## config.mk

```make
export PLATFORM = sky130hd
export DESIGN_NAME = rps_match_ctrl_flat
export DESIGN_NICKNAME = d
export VERILOG_FILES = /design/src/rtl/rps_pkg.sv /design/src/rtl/rps_match_ctrl_if.sv /design/src/rtl/rps_round_judge.sv /design/src/rtl/rps_match_ctrl.sv /design/src/flat_wrapper.sv
export SDC_FILE = /design/constraint.sdc
export NUM_CORES = 1
export LEC_CHECK = 0
export CAP_MARGIN = 15
export CORE_MARGIN = 4
export CORE_UTILIZATION = 55
export CTS_CLUSTER_SIZE = 10
export DETAILED_ROUTE_END_ITERATION = 10
export PLACE_DENSITY = 0.84
export SLEW_MARGIN = 20
export SYNTH_ARGS = -nofsm -noshare
export SYNTH_HDL_FRONTEND = slang
export SYNTH_SLANG_ARGS = --single-unit
```

## constraint.sdc

```tcl
create_clock -name clk -period 3.4 [get_ports clk]
set_input_delay 0.51 -clock clk [delete_from_list [all_inputs] [get_ports clk]]
set_output_delay 0.51 -clock clk [all_outputs]
set_load 0.01 [all_outputs]
```

## src/rtl/rps_pkg.sv

```systemverilog
// Shared definitions for the rock-paper-scissors match controller.
//   - Move encoding:   ROCK, PAPER, SCISSORS, INVALID
//   - Round results:   DRAW, P1_WIN, P2_WIN
//   - Controller FSM:  state_t (IDLE, COLLECT, SCORE, DONE)
package rps_pkg;

  localparam logic [1:0] ROCK     = 2'b00;
  localparam logic [1:0] PAPER    = 2'b01;
  localparam logic [1:0] SCISSORS = 2'b10;
  localparam logic [1:0] INVALID  = 2'b11;

  localparam logic [1:0] DRAW   = 2'b00;
  localparam logic [1:0] P1_WIN = 2'b01;
  localparam logic [1:0] P2_WIN = 2'b10;

  typedef enum logic [1:0] {
    IDLE    = 2'b00,
    COLLECT = 2'b01,
    SCORE   = 2'b10,
    DONE    = 2'b11
  } state_t;

endpackage

```

## src/rtl/rps_match_ctrl_if.sv

```systemverilog
// Player handshake and round-result bundle for rps_match_ctrl.
//   p1_valid/p1_move/p1_ready : player 1 move handshake
//   p2_valid/p2_move/p2_ready : player 2 move handshake
//   round_valid/round_result  : one-cycle round result report
// master = player front-end / result consumer side, slave = controller side.
interface rps_match_ctrl_if;

  logic       p1_valid;
  logic [1:0] p1_move;
  logic       p1_ready;
  logic       p2_valid;
  logic [1:0] p2_move;
  logic       p2_ready;
  logic       round_valid;
  logic [1:0] round_result;

  modport master (
    output p1_valid, p1_move, p2_valid, p2_move,
    input  p1_ready, p2_ready, round_valid, round_result
  );

  modport slave (
    input  p1_valid, p1_move, p2_valid, p2_move,
    output p1_ready, p2_ready, round_valid, round_result
  );

endinterface

```

## src/rtl/rps_round_judge.sv

```systemverilog
// Combinational judge for one rock-paper-scissors round.
//   p1_move [1:0] : player 1 move (package encoding)
//   p2_move [1:0] : player 2 move
//   result  [1:0] : DRAW, P1_WIN or P2_WIN
// An INVALID move loses to any valid move; two INVALIDs draw.
module rps_round_judge
  import rps_pkg::*;
(
  input  logic [1:0] p1_move,
  input  logic [1:0] p2_move,
  output logic [1:0] result
);

  always_comb begin
    // NOTE: assign a default before any branch so no path leaves result
    // unassigned; otherwise synthesis infers a latch.
    result = DRAW;
    if (p1_move == p2_move) begin
      result = DRAW;
    end else if (p1_move == INVALID) begin
      result = P2_WIN;
    end else if (p2_move == INVALID) begin
      result = P1_WIN;
    end else if ((p1_move == PAPER    && p2_move == ROCK)     ||
                 (p1_move == ROCK     && p2_move == SCISSORS) ||
                 (p1_move == SCISSORS && p2_move == PAPER)) begin
      result = P1_WIN;
    end else begin
      result = P2_WIN;
    end
  end

endmodule

```

## src/rtl/rps_match_ctrl.sv

```systemverilog
// Best-of-N rock-paper-scissors match sequencer.
//   clk, rst            : rising-edge clock, synchronous active-high reset
//   start               : one-cycle request to begin a match (IDLE/DONE only)
//   bus (slave)         : player move handshakes and round result pulse
//   p1_score, p2_score  : round wins this match
//   round_cnt           : rounds played including draws, saturates at 255
//   busy                : match in progress (COLLECT or SCORE)
//   match_done          : held high in DONE
//   match_winner        : winner while in DONE, otherwise 00
module rps_match_ctrl
  import rps_pkg::*;
#(
  parameter int ROUNDS_TO_WIN  = 2,
  parameter int TIMEOUT_CYCLES = 1000,
  parameter int SW             = $clog2(ROUNDS_TO_WIN + 1)
) (
  input  logic                clk,
  input  logic                rst,
  input  logic                start,
  rps_match_ctrl_if.slave     bus,
  output logic [SW-1:0]       p1_score,
  output logic [SW-1:0]       p2_score,
  output logic [7:0]          round_cnt,
  output logic                busy,
  output logic                match_done,
  output logic [1:0]          match_winner
);

  // Timer only ever needs to reach TIMEOUT_CYCLES-1.
  localparam int             TW     = (TIMEOUT_CYCLES > 1) ? $clog2(TIMEOUT_CYCLES) : 1;
  localparam logic [TW-1:0]  T_LAST = TW'((TIMEOUT_CYCLES > 0) ? TIMEOUT_CYCLES - 1 : 0);
  localparam bit             TO_EN  = (TIMEOUT_CYCLES != 0);
  localparam logic [SW-1:0]  WIN    = SW'(ROUNDS_TO_WIN);

  state_t        state;
  logic          have1;
  logic          have2;
  logic [1:0]    m1;
  logic [1:0]    m2;
  logic [TW-1:0] timer;
  logic [1:0]    judged;

  logic acc1;
  logic acc2;
  logic both_next;
  logic timed_out;

  rps_round_judge u_judge (
    .p1_move (m1),
    .p2_move (m2),
    .result  (judged)
  );

  // Readies decode straight from registered state, so they drop on the
  // same edge that accepts a move.
  assign bus.p1_ready = (state == COLLECT) && !have1;
  assign bus.p2_ready = (state == COLLECT) && !have2;

  assign acc1      = bus.p1_valid && bus.p1_ready;
  assign acc2      = bus.p2_valid && bus.p2_ready;
  assign both_next = (have1 || acc1) && (have2 || acc2);
  // A second move accepted on the last timeout cycle takes priority via
  // both_next, so this only fires when the missing move is still absent.
  assign timed_out = TO_EN && (have1 ^ have2) && (timer == T_LAST);

  // NOTE: sequential state uses non-blocking assignments only, so every
  // register samples pre-edge values regardless of statement order.
  always_ff @(posedge clk) begin
    // NOTE: every register, including the latched moves, is reset so a
    // mid-match reset leaves no stale state behind.
    if (rst) begin
      state            <= IDLE;
      have1            <= 1'b0;
      have2            <= 1'b0;
      m1               <= ROCK;
      m2               <= ROCK;
      timer            <= '0;
      p1_score         <= '0;
      p2_score         <= '0;
      round_cnt        <= '0;
      busy             <= 1'b0;
      match_done       <= 1'b0;
      match_winner     <= DRAW;
      bus.round_valid  <= 1'b0;
      bus.round_result <= DRAW;
    end else begin
      bus.round_valid <= 1'b0;

      case (state)
        IDLE, DONE: begin
          if (start) begin
            p1_score         <= '0;
            p2_score         <= '0;
            round_cnt        <= '0;
            match_done       <= 1'b0;
            match_winner     <= DRAW;
            bus.round_result <= DRAW;
            have1            <= 1'b0;
            have2            <= 1'b0;
            timer            <= '0;
            busy             <= 1'b1;
            state            <= COLLECT;
          end
        end

        COLLECT: begin
          if (acc1) begin
            m1    <= bus.p1_move;
            have1 <= 1'b1;
          end
          if (acc2) begin
            m2    <= bus.p2_move;
            have2 <= 1'b1;
          end

          if (both_next) begin
            state <= SCORE;
          end else if (timed_out) begin
            if (!have1) m1 <= INVALID;
            if (!have2) m2 <= INVALID;
            have1 <= 1'b1;
            have2 <= 1'b1;
            state <= SCORE;
          end else if (have1 ^ have2) begin
            timer <= timer + TW'(1);
          end
        end

        SCORE: begin
          bus.round_valid  <= 1'b1;
          bus.round_result <= judged;
          have1            <= 1'b0;
          have2            <= 1'b0;
          timer            <= '0;
          if (round_cnt != 8'hFF) round_cnt <= round_cnt + 8'd1;
          state <= COLLECT;

          if (judged == P1_WIN) begin
            p1_score <= p1_score + SW'(1);
            if (p1_score + SW'(1) == WIN) begin
              state        <= DONE;
              busy         <= 1'b0;
              match_done   <= 1'b1;
              match_winner <= P1_WIN;
            end
          end else if (judged == P2_WIN) begin
            p2_score <= p2_score + SW'(1);
            if (p2_score + SW'(1) == WIN) begin
              state        <= DONE;
              busy         <= 1'b0;
              match_done   <= 1'b1;
              match_winner <= P2_WIN;
            end
          end
        end

        default: state <= IDLE;
      endcase
    end
  end

endmodule

```

## src/flat_wrapper.sv

```systemverilog
// flat-port wrapper written by rule: the top's interface ports become plain ports
module rps_match_ctrl_flat import rps_pkg::*;
#(
  parameter int ROUNDS_TO_WIN  = 2,
  parameter int TIMEOUT_CYCLES = 1000,
  parameter int SW             = $clog2(ROUNDS_TO_WIN + 1)
)
  (clk, rst, start, p1_score, p2_score, round_cnt, busy, match_done, match_winner, bus_p1_valid, bus_p1_move, bus_p2_valid, bus_p2_move, bus_p1_ready, bus_p2_ready, bus_round_valid, bus_round_result);
  rps_match_ctrl_if bus_i ();
  input  logic clk;
  input  logic rst;
  input  logic start;
  output logic [SW-1:0] p1_score;
  output logic [SW-1:0] p2_score;
  output logic [7:0] round_cnt;
  output logic busy;
  output logic match_done;
  output logic [1:0] match_winner;
  input wire logic [$bits(bus_i.p1_valid)-1:0] bus_p1_valid;
  input wire logic [$bits(bus_i.p1_move)-1:0] bus_p1_move;
  input wire logic [$bits(bus_i.p2_valid)-1:0] bus_p2_valid;
  input wire logic [$bits(bus_i.p2_move)-1:0] bus_p2_move;
  output wire logic [$bits(bus_i.p1_ready)-1:0] bus_p1_ready;
  output wire logic [$bits(bus_i.p2_ready)-1:0] bus_p2_ready;
  output wire logic [$bits(bus_i.round_valid)-1:0] bus_round_valid;
  output wire logic [$bits(bus_i.round_result)-1:0] bus_round_result;
  assign bus_i.p1_valid = bus_p1_valid;
  assign bus_i.p1_move = bus_p1_move;
  assign bus_i.p2_valid = bus_p2_valid;
  assign bus_i.p2_move = bus_p2_move;
  assign bus_p1_ready = bus_i.p1_ready;
  assign bus_p2_ready = bus_i.p2_ready;
  assign bus_round_valid = bus_i.round_valid;
  assign bus_round_result = bus_i.round_result;
  rps_match_ctrl #(.ROUNDS_TO_WIN(ROUNDS_TO_WIN), .TIMEOUT_CYCLES(TIMEOUT_CYCLES), .SW(SW)) u_core (.clk(clk), .rst(rst), .start(start), .bus(bus_i), .p1_score(p1_score), .p2_score(p2_score), .round_cnt(round_cnt), .busy(busy), .match_done(match_done), .match_winner(match_winner));
endmodule
```

# ---- Word-level counts from Yosys, hierarchy flattened
# Cells that the tools add are included.
dict set report totals {
  reg_bits 37
  in_bits 9
  output_inout_bits 21
}
dict set report op_classes {
  addsub 4
  eq_ne 28
  mux 61
  n_bitwise 1
  n_reduce_logical 27
}
# cell count
set op_table {}
lappend op_table {{$mux W2} 27}
lappend op_table {{$mux W10} 4}
lappend op_table {{$pmux W10 S3} 1}
lappend op_table {{$eq A2 B2 Y1 const B} 9}
lappend op_table {{$mux W1} 17}
lappend op_table {{$mux W8} 2}
lappend op_table {{$pmux W2 S2} 4}
lappend op_table {{$pmux W8 S2} 1}
lappend op_table {{$add A10 B1 Y10 const B} 1}
lappend op_table {{$eq A10 B10 Y1 const B} 1}
lappend op_table {{$ne A2 B2 Y1 const B} 5}
lappend op_table {{$logic_and A1 B1 Y1} 9}
lappend op_table {{$ne A3 B1 Y1 const B} 3}
lappend op_table {{$add A8 B1 Y8 const B} 1}
lappend op_table {{$eq A2 B1 Y1 const B} 4}
lappend op_table {{$ne A8 B8 Y1 const B} 1}
lappend op_table {{$reduce_and A4 Y1} 2}
lappend op_table {{$logic_not A2 Y1} 3}
lappend op_table {{$ne A2 B1 Y1 const B} 3}
lappend op_table {{$pmux W1 S3} 2}
lappend op_table {{$pmux W2 S3} 1}
lappend op_table {{$reduce_and A3 Y1} 2}
lappend op_table {{$reduce_and A5 Y1} 1}
lappend op_table {{$add A2 B1 Y2 const B} 2}
lappend op_table {{other kinds (9)} 15}

# ---- Logic depth before layout (Yosys ltp)
dict set report logic_depth {
  ltp_word 12
  depth_mapped 9
}

# ---- Modules after synthesis
# From an unflattened synthesis, not the netlist that was laid out.
dict set report unflattened {
  hier_cells 261
  hier_area_um2 2134.5
}
# module n_inst cells_per_inst area_each_um2
set by_module_without_submodules {}
lappend by_module_without_submodules {rps_match_ctrl 1 252 2073.2}
lappend by_module_without_submodules {rps_round_judge 1 9 61.3}

# ---- Least setup slack after synthesis
# No wires, ideal clock.
dict set report synth_path {
  kind {reg-to-reg}
  start {reg u_core.state[0]}
  end {reg u_core.timer[9]}
  setup_time_ns 0.123
  arrival_ns 1.953
  t_required_ns 3.277
  slack_ns 1.324
  stages_incl_launch_ff 8
  path_buffers 0
  cell_sequence {dfxtp_1 inv_1 ha_1 nor2b_1 nor2_1 a21oi_4 nor4_1 mux2_1}
}
dict set report synth_via {
  elab_chain_len 7
  word_cells_on_any_way 18
}
# item line_no
set synth_rtl {}
lappend synth_rtl {{start, declared} rps_match_ctrl.sv:35} ;# state_t state;
lappend synth_rtl {{start signal, assigned} rps_match_ctrl.sv:72} ;# state <= IDLE;
lappend synth_rtl {{start signal, assigned} rps_match_ctrl.sv:102} ;# state <= COLLECT;
lappend synth_rtl {{start signal, assigned} rps_match_ctrl.sv:117} ;# state <= SCORE;
lappend synth_rtl {{$eq A2 B1 Y1} {rps_match_ctrl.sv:56, rps_match_ctrl.sv:57, rps_match_ctrl.sv:89}}
lappend synth_rtl {{$logic_and A1 B1 Y1, on equally long branches} {rps_match_ctrl.sv:56, rps_match_ctrl.sv:57}}
lappend synth_rtl {{$logic_and A1 B1 Y1, on equally long branches} {rps_match_ctrl.sv:59, rps_match_ctrl.sv:60}}
lappend synth_rtl {{$logic_or A1 B1 Y1} rps_match_ctrl.sv:61} ;# assign both_next = (have1 || acc1) && (have2 || acc2);
lappend synth_rtl {{$logic_and A1 B1 Y1} rps_match_ctrl.sv:61}
lappend synth_rtl {{$ne A2 B2 Y1 (no line)} -}
lappend synth_rtl {{$reduce_and A4 Y1 (no line)} -}
lappend synth_rtl {{end signal, assigned} rps_match_ctrl.sv:125} ;# timer <= timer + TW'(1);
lappend synth_rtl {{end, declared} rps_match_ctrl.sv:40} ;# logic [TW-1:0] timer;
# Parallel ways exist; a longest one is shown, timed or not.
# A chain may end at the register's enable or synchronous reset.

# ---- Final worst setup path
dict set report layout_path {
  start {reg u_core.state[1]}
  end {out bus_p1_ready}
}
dict set report layout_via {
  elab_chain_len 2
}
# item line_no
set layout_rtl {}
lappend layout_rtl {{$eq A2 B1 Y1} rps_match_ctrl.sv:56} ;# assign bus.p1_ready = (state == COLLECT) && !have1;
lappend layout_rtl {{$logic_and A1 B1 Y1} rps_match_ctrl.sv:56}
lappend layout_rtl {{end, declared} flat_wrapper.sv:23} ;# output wire logic [$bits(bus_i.p1_ready)-1:0] bus_p1_ready;
# Every way passes these cells.

==> results.md <==
- Delay of the slowest critical-path stage: 0.56 ns
- Highest metal used: met4
- R2R depth: 7
- PostCTS Resize Cnt: 0
- Req. time, crit path: around 2.9 ns
- Global-route wire length before repair: 7070 um
- Flop pwr share: 43.7%
- Final Core Density: between 60 and 70%
- Crit end category: primary output
- Io pins: 30
- Syn avg cell area: between 8 and 9 sq um
- Vias in the first global route: about 1600
- Largest net degree at the start of global routing: 26
- CTS Root Cell: clkbuf_4
- Routed via count: about 1700
- Layout Area Growth over Synthesis: 19.8%
- Final setup fails: 0
- Worst-path fanout max: 8
- Clk pin slew, worst setup/hold paths: around 0.10 ns
- Final slew viol count: 0
- Crit path max-delay family: buffers and inverters
- Clock latency on the worst-skew pair: about 0.33 ns
- Total Wirelength: between 4000 and 5000 um
- Drt first-iter violations: a little over 80
- Metal1 wirelength: 2070 um
- Die ar.: 4560 sq um
- Worst path cell trace: inv_1 > ha_1 > nor2b_1 > clkdlybuf4s50_1
- CTS tree: built
- Initial antenna violation count: 0
- Syn nets: between 200 and 250
- Cell area after layout: approximately 2300 sq um
- Grt ovf: 0
- Dpl hpwl: 2910 um
- #FFs+latches synth: 37
- Core area: ~3400 sq um
- Internal: 730 uW
- Global-route usage over all layers: 19.9%
- Post-CTS setup buffers: 0
- Min cycle time layout: about 2.4 ns
- Synthesized area: ~1900 sq um
- Max Freq: 0.424 GHz
- Switching share of power: a little over a third
- Crit share post-route: between 60% and 70%
- Max Cap Viol: 0
- Hold-fix buffers at CTS: 0
- TritonCTS Buffers: 5
- DR DRC count: 0
- Crit-path slowest cell: clkdlybuf4s50_1
- DR vias/cell: between 5 and 6
- Clock sinks: 37
- I/O Buffers: 29
- Hold crit path type: flip-flop to flip-flop
- Metal3 WL: roughly 170 um
- Ant. Diodes: 0
- Clk pwr share: slightly above 20%
- Leak Pwr: between 0.0008 and 0.0009 uW
- FILL cells: 264
- DP Area: 2280 sq um
- Initial Util: 57.5%
- Final setup margin: approximately 1.0 ns
- Net switching power: between 400 and 500 uW
- DIE WIDTH: roughly 68 um
- Synthesized instance count: 230
- Combinational fraction of design power: 36.0%
- Clk_skew: roughly 0.009 ns
- Final ANT Viol Nets: 0
- First-pass detailed-route iteration total: 4
- Worst path depth: 4
- CTS H-tree lvls: 2
- PD cells: a little under 500 nW/um^2
- Worst-Margin Slew: approximately 0.63 ns
- Top_reg_cell synth: dfxtp_1
- Min-Delay Path Depth: 2
- Post-synth EDFFs: 0
- WL met2: around 1800 um
- Final Wtd Congestion: roughly 0.80
- Die height: between 60 and 70 um
- Sequential share of the synthesized area: 38.0%
- Setup WS pre-CTS: 0.871 ns
- CTS Buffer Depth: 2
- Cell variety after synth: 48
- Fin. Hold Viols: 0
- Async S/R FF share, synth: 0%
- Maximum VDD drop: between 0.0004 and 0.0005 V
- Rel. slew slack: 57.7%
- DR WL/cell: 13.2 um
- Total power: between 1000 and 1500 uW
- RSZ-0062 raised after global routing: no
- Nets: around 280
- Setup CP Type: flip-flop to primary output
- WP data arrival: about 1.9 ns
- Fin Setup TNS: 0 ns
- Startpoint types: flip-flop
- Number of buffers and inverters on the critical path: 2
- Status: complete, no violations
- Fraction of layout cells with a size suffix above 1: 5.75%
- Ys Warns: 0
- Num rows: 21
synth_stat cells, drive strengths merged, types with 3 or more instances:
library cell,n,share of area (%)
dfxtp,37,38
nor2,35,6.7
a21oi,16,4.7
nand2,10,1.9
nor3,10,2.6
o21ai,10,2.6
inv,9,1.7
ha,7,4.5
nand4,7,2.2
xor2,7,3.1
clkbuf,6,1.2
nand3,6,1.5
nand2b,5,1.6
nor2b,4,1.3
xnor2,4,1.8
a211oi,3,1.2
a22oi,3,1.2
a31oi,3,0.96
a32oi,3,1.3
and3,3,0.96
mux2,3,1.7
mux2i,3,1.5
nor4,3,1.3
o21a,3,1.2
or4,3,1.3
registers in the layout, summed over array words and instances, names as in the netlist, 2 cells and up:
register / cells
u_core.m1: 2
u_core.bus.round_result: 2
u_core.p2_score: 2
u_core.m2: 2
u_core.match_winner: 2
u_core.round_cnt: 8
u_core.timer: 10
u_core.state: 2
u_core.p1_score: 2
power groups by stage:
| stage | combinational [uW] | clock, uW | sequential (uW) |
|---|---|---|---|
| after CTS | 407 | 240 | 497 |
| after floorplan | 294 | 0 | 504 |
| after global routing | 454 | 259 | 502 |
| after global placement | 398 | 0 | 506 |
| final | 409 | 230 | 496 |
| after detailed placement | 404 | 0 | 507 |
per-stage QoR:
step / hold WS (ns) / cells
detailed placement: 0.477 / 300
floorplan: 0.452 / 230
global route: 0.519 / 307
CTS: 0.489 / 307
global placement: 0.465 / 300
finish: 0.489 / 307
final timing paths:
| path | start | end | slack, ns |
|---|---|---|---|
| worst max-delay path | u_core.state[1]$_SDFFE_PP0P_ | bus_p1_ready | 1.04 |
| worst min-delay path | u_core.timer[8]$_SDFFE_PP0P_ | u_core.timer[8]$_SDFFE_PP0P_ | 0.49 |
| worst max register to register | u_core.state[0]$_SDFFE_PP0P_ | u_core.timer[9]$_SDFFE_PP0P_ | 1.05 |
| worst min register to register | u_core.timer[8]$_SDFFE_PP0P_ | u_core.timer[8]$_SDFFE_PP0P_ | 0.49 |
tightest hold or removal path, cell delays in order (launching register included):
cell and delay, ns:
dfxtp_1 0.33, o31ai_1 0.06, a21oi_1 0.05
per-layer routing:
layer	global-route usage (%)	up-vias
met5	0	-
met4	5.57	0
met3	4.16	4
met2	30.5	34
met1	28.2	789
li1	-	903
cell families (layout without fill, tap and decap cells):
family / after synthesis / count (layout) / synth area share (%)
compound gates: 55 / 55 / 19.4
flops: 37 / 37 / 38.0
mux: 6 / 6 / 3.28
buf+inv: 15 / 46 / 2.95
simple gates: 99 / 99 / 26.9
xor+xnor: 11 / 11 / 4.95
fa+ha+maj: 7 / 7 / 4.50
placed cells by master (no fill, tap or decap), types with 4 or more instances in the layout:
cell / instances
o21ai_0: 10
dfxtp_1: 37
nand3_1: 6
xor2_1: 7
nor2b_1: 4
clkdlybuf4s50_1: 29
clkbuf_4: 5
a21oi_1: 15
inv_1: 9
nor2_1: 35
ha_1: 7
nor3_1: 10
nand2b_1: 5
nand2_1: 10
xnor2_1: 4
nand4_1: 7
layout make-up:
class	count	area [sq um]	share of cell area, %
clock buffers	7	55.1	2.36
inverters	9	33.8	1.45
multi-input cells	178	1150	49.2
flip-flops and latches	37	741	31.7
well taps	46	57.6	2.47
repair buffers	30	298	12.8
Power figures use the tool's default switching activity.
